$ cat src/rtl/sc_dec_bi_acc.sv
// ============================================================================
// Module   : sc_dec_bi_acc
// Brief    : Bipolar stochastic-to-binary decoder, 2^WIDTH-bit window.
// Revision : 1.0 - initial release
// ============================================================================
`default_nettype none

module sc_dec_bi_acc #(
    parameter int WIDTH = 8
) (
    input  logic               clk,
    input  logic               rst_n,
    input  logic               iStart,
    input  logic               iCont,
    input  logic               iEn,
    input  logic               iBit,
    output logic               oBusy,
    output logic               oValid,
    output logic [WIDTH+1:0]   oValue,
    output logic [WIDTH:0]     oOnes
);

    typedef enum logic [0:0] {
        IDLE = 1'b0,
        RUN  = 1'b1
    } state_t;

    localparam logic [WIDTH:0]   c_last = {1'b0, {WIDTH{1'b1}}};
    localparam logic [WIDTH+1:0] c_n    = {2'b01, {WIDTH{1'b0}}};

    state_t             r_state;
    state_t             w_state_nxt;
    logic [WIDTH:0]     r_cnt;
    logic [WIDTH:0]     r_acc;
    logic [WIDTH:0]     w_cnt_nxt;
    logic [WIDTH:0]     w_acc_nxt;
    logic [WIDTH:0]     w_ones;
    logic [WIDTH+1:0]   w_value;
    logic               w_last;

    assign w_last  = (r_state == RUN) && iEn && (r_cnt == c_last);
    assign w_ones  = r_acc + {{WIDTH{1'b0}}, iBit};
    // 2*ones - N; the WIDTH+2 result covers -N..+N without saturation
    assign w_value = {w_ones, 1'b0} - c_n;
    assign oBusy   = (r_state == RUN);

    always_comb begin
        w_state_nxt = r_state;
        w_cnt_nxt   = r_cnt;
        w_acc_nxt   = r_acc;
        case (r_state)
            IDLE: begin
                if (iStart) begin
                    w_state_nxt = RUN;
                    w_cnt_nxt   = '0;
                    w_acc_nxt   = '0;
                end
            end
            RUN: begin
                if (w_last) begin
                    w_cnt_nxt   = '0;
                    w_acc_nxt   = '0;
                    w_state_nxt = iCont ? RUN : IDLE;
                end else if (iEn) begin
                    w_cnt_nxt = r_cnt + 1'b1;
                    w_acc_nxt = w_ones;
                end
            end
            default: w_state_nxt = IDLE;
        endcase
    end

    always_ff @(posedge clk or negedge rst_n) begin
        if (!rst_n) begin
            r_state <= IDLE;
            r_cnt   <= '0;
            r_acc   <= '0;
        end else begin
            r_state <= w_state_nxt;
            r_cnt   <= w_cnt_nxt;
            r_acc   <= w_acc_nxt;
        end
    end

    // Results persist until the next completed window
    always_ff @(posedge clk or negedge rst_n) begin
        if (!rst_n) begin
            oValid <= 1'b0;
            oValue <= '0;
            oOnes  <= '0;
        end else begin
            oValid <= w_last;
            if (w_last) begin
                oValue <= w_value;
                oOnes  <= w_ones;
            end
        end
    end

endmodule

`default_nettype wire

$ cat config.mk
export PLATFORM = sky130hd
export DESIGN_NAME = sc_dec_bi_acc
export DESIGN_NICKNAME = d
export VERILOG_FILES = /design/src/rtl/sc_dec_bi_acc.sv
export SDC_FILE = /design/constraint.sdc
export NUM_CORES = 1
export LEC_CHECK = 0
export CAP_MARGIN = 20
export CORE_ASPECT_RATIO = 1.75
export CORE_UTILIZATION = 55
export DETAILED_ROUTE_END_ITERATION = 7
export MAX_ROUTING_LAYER = met4
export PLACE_DENSITY = 0.81
export SYNTH_ARGS = -nofsm -noshare
export SYNTH_HDL_FRONTEND = slang
export SYNTH_SLANG_ARGS = --single-unit
$ cat constraint.sdc
create_clock -name clk -period 2.6 [get_ports clk]
set_input_delay 0.52 -clock clk [delete_from_list [all_inputs] [get_ports clk]]
set_output_delay 0.52 -clock clk [all_outputs]
set_load 0.02 [all_outputs]
==> impl_summary.log <==
INFO  metric worstSetupEndpointType = flip-flop
INFO  metric areaGrowthSynthToFinish = 21.43%
INFO  metric antenna_cells = 0
INFO  metric nFillCells = 192
INFO  metric ios = 27
INFO  metric fp.coreArea = 0.002659 sq mm
INFO  metric cts.reportedPaths.clkPinSlew = 0.06 ns
INFO  metric maximum_number_of_pins_on_one_net_before_global_route_repair = 32
INFO  metric clk_latency = 0.28 ns
INFO  metric drt-vias-per-instance = 5.705
INFO  metric status = finished, final reports clean
INFO  metric measured_slew_at_the_worst_slew_check_pin = 0.5797 ns
INFO  metric slowest_stage = sky130_fd_sc_hd__clkdlybuf4s50_1
INFO  metric synth_flop_cell = sky130_fd_sc_hd__dfrtp_1
INFO  metric synth.yosys.seq_area_share = 50.53%
INFO  metric post-route-period-util = 82.49%
INFO  metric worst_ep_arrival_time = 2.28 ns
INFO  metric initial_antenna_violation_count = 0
INFO  metric cts_sinks = 31
INFO  metric critPathMostFrequentCell = sky130_fd_sc_hd__ha_1
INFO  metric maximum_fanout_encountered_on_the_critical_timing_path = 5
INFO  metric final_util = 70.12%
INFO  metric synth.distinct_cells = 34
INFO  metric grt_use_total = 23.36%
INFO  metric post-synth-top-area-fraction = 50.53%
INFO  metric hold_path.class = reg -> reg
INFO  metric initial_standard_cell_utilization_of_the_core = 57.74%
INFO  metric final_replace_weighted_congestion = 0.8275
INFO  metric wl_per_cell = 14.52 um
INFO  metric cp_data_required_time = 2.74 ns
INFO  metric die-width = 41.94 um
INFO  metric ff2ff_setup_slack = 0.60 ns
INFO  metric cts.htree.levels = 2
INFO  metric number_of_buffers_added_on_ports = 25
INFO  metric route.detailed.drc = 0
INFO  metric timing.final.setup_violations = 0
INFO  metric path_cells = clkdlybuf4s50_1 -> ha_1 -> ha_1 -> nand3_1 -> nor3_1 -> xnor2_1 -> xor2_1 -> o21ai_1
INFO  metric max_clock_freq = 466.3 MHz
INFO  metric synth_cells = 157
INFO  metric vias = 1181
INFO  metric largest_cells_by_area_after_synthesis = sky130_fd_sc_hd__dfrtp_1 (51%), sky130_fd_sc_hd__nand2_1 (7.1%), sky130_fd_sc_hd__o21ai_0 (5.9%), sky130_fd_sc_hd__xnor2_1 (4.0%), sky130_fd_sc_hd__buf_4 (3.9%)
INFO  metric slew_headroom = 61.35%
INFO  metric grt-ovfl-total = 0
INFO  metric die-area = 0.003015 sq mm
INFO  metric final-hold-violation-count = 0
INFO  metric synth.largest_area_cell = sky130_fd_sc_hd__dfrtp_1
INFO  metric tritoncts = built
INFO  metric std_cell_rows = 25
INFO  metric setup_repair_after_global_routing_missed_its_margin = false
INFO  metric cts-resized-gates = 0
INFO  metric cts_made_buffers = 5
INFO  metric timing_max_transition_violations_final = 0
INFO  metric dr.pass1.iters = 4
INFO  metric drive_gt1_share = 10.00%
INFO  metric final_nets = 189
INFO  metric cellPowerDensity = 638.7 mW/mm^2
INFO  metric die_h = 71.89 um
INFO  metric grt_pass1_wl = 5188 um
INFO  metric power.static_leakage = 0.8137 nW
INFO  metric number_of_synthesized_flops_with_an_enable_pin = 0
INFO  metric detailedPlacementHpwl = 2207 um
INFO  metric critPathLaunchType = input port
INFO  metric time_the_worst_path_needs_with_i_o_delays_and_setup = 2.145 ns
INFO  metric drt_iter0_drc = 35
INFO  metric postRouteAntennaNets = 0
INFO  metric cts_hold_repair.buffers = 0
INFO  metric post_cts.repair.setup_buffers = 0
INFO  metric synth.net_count = 167
INFO  metric post_synth.cell_area_avg = 9.778 sq um
INFO  metric peakVddDrop = 0.6336 mV
INFO  metric timing.clock.skew = 0.004458 ns
INFO  metric timing_worst_setup_path_type = in -> reg
INFO  metric vias_in_the_first_global_route = 1192
INFO  metric max-clock-path-buffers = 2
INFO  metric synthesis.yosys.warnings = 0
INFO  metric root_buffer = sky130_fd_sc_hd__clkbuf_8
INFO  metric wirelength = 3005 um
INFO  metric async_reset_ff_share = 100.0%
INFO  metric syn-cell-area = 0.001535 sq mm
INFO  metric finalSetupTns = 0 ns
INFO  metric ys_seq_elements = 31
INFO  metric slowest_delay = 0.50 ns
INFO  metric drv.max_cap_violation_count = 0
[per-stage QoR]
step | cell area [sq um] | hold WS (ns) | power, mW | worst slack [ns] | cells
6_report | 1864 | 0.4700 | 1.191 | 0.4553 | 207
5_1_grt | 1864 | 0.5044 | 1.241 | 0.3051 | 207
4_1_cts | 1864 | 0.4768 | 1.198 | 0.4509 | 207
3_5_place_dp | 1747 | 0.4684 | 0.7125 | 0.1700 | 199
3_3_place_gp | 1747 | 0.4504 | 0.6981 | 0.2708 | 199
2_1_floorplan | 1535 | 0.2244 | 0.6587 | 0.8375 | 157
[final timing paths]
check                                      start                     to  depth (start not counted)
hold reg to reg            oValue[8]$_DFFE_PN0P_  oValue[8]$_DFFE_PN0P_                          2
setup / recovery                            iBit  oValue[9]$_DFFE_PN0P_                          8
hold / removal             oValue[8]$_DFFE_PN0P_  oValue[8]$_DFFE_PN0P_                          2
max in group asynchronous                  rst_n   r_cnt[6]$_DFFE_PN0P_                          2
min in group asynchronous                  rst_n   oOnes[1]$_DFFE_PN0P_                          2
setup reg to reg            r_cnt[0]$_DFFE_PN0P_  oValue[9]$_DFFE_PN0P_                          6
[cells by family (layout without fill, tap and decap cells)]
logic type,Yosys count,after routing,synth area share (%)
flops,31,31,50.53
buf+inv,15,38,6.683
xor+xnor,9,9,5.135
compound gates,36,36,13.86
other cells,1,1,0.2443
mux,1,1,0.6520
simple gates,60,60,19.64
fa+ha+maj,4,4,3.260
[critical path: cells and delay by family]
| kind | cells | cell delay [ns] |
|---|---|---|
| adder cells (fa/ha/maj) | 2 | 0.40 |
| buffers and inverters | 1 | 0.50 |
| AO/OA/AOI/OAI | 1 | 0.08 |
| AND/OR/NAND/NOR | 2 | 0.36 |
| XOR/XNOR | 2 | 0.42 |
[metal layers]
metal	share of wire (%)	vias to the layer above	track usage, %	wire length [um]
met5	0	-	-	0
met4	2.1	0	8.961	63
met3	4.0	6	5.224	119
met2	58	32	43.23	1737
met1	36	573	23.14	1084
li1	-	570	-	-
[layout by cell type, fill, tap and decap left out, types with 4 or more instances in the layout]
cell type                          n
sky130_fd_sc_hd__clkdlybuf4s50_1  25
sky130_fd_sc_hd__nor2_1            9
sky130_fd_sc_hd__dfrtp_1          31
sky130_fd_sc_hd__o21ai_1           6
sky130_fd_sc_hd__and3_1            5
sky130_fd_sc_hd__o21ai_0          18
sky130_fd_sc_hd__clkbuf_8          6
sky130_fd_sc_hd__ha_1              4
sky130_fd_sc_hd__nand3_1           4
sky130_fd_sc_hd__nand2_1          29
sky130_fd_sc_hd__xnor2_1           7
[area by class of cell]
cell class                 instances  area (sq um)  area share [%]
sequential                        31         775.7           41.61
multi-input combinational        111         656.9           35.23
timing repair buffer              28         272.8           14.63
clock buffer                       6         82.58           4.430
clock inverter                     2         35.03           1.879
tap                               27         33.78           1.812
inverter                           2         7.507          0.4027
[sequential cells by signal (all words and copies together) (netlist names)]
register / cells
r_cnt: 9
oValue: 2
oBusy: 1
r_acc: 9
oOnes: 9
oValid: 1
[Yosys cell counts (all sizes together), types with 2 or more instances]
| cell | n |
|---|---|
| and3 | 7 |
| inv | 2 |
| o21a | 2 |
| nor2 | 9 |
| xor2 | 2 |
| and2 | 2 |
| dfrtp | 31 |
| nand2 | 30 |
| o31ai | 3 |
| a22o | 3 |
| xnor2 | 7 |
| ha | 4 |
| clkbuf | 2 |
| nand3 | 5 |
| o21ai | 25 |
| buf | 11 |
| a21oi | 2 |
[power by group]
part | switching, mW | leakage [nW] | internal [mW]
Combinational | 0.0702 | 0.333 | 0.0615
Clock | 0.175 | 0.0612 | 0.310
Sequential | 0.0509 | 0.419 | 0.524
Note: power is estimated with default switching activity, not from simulation.
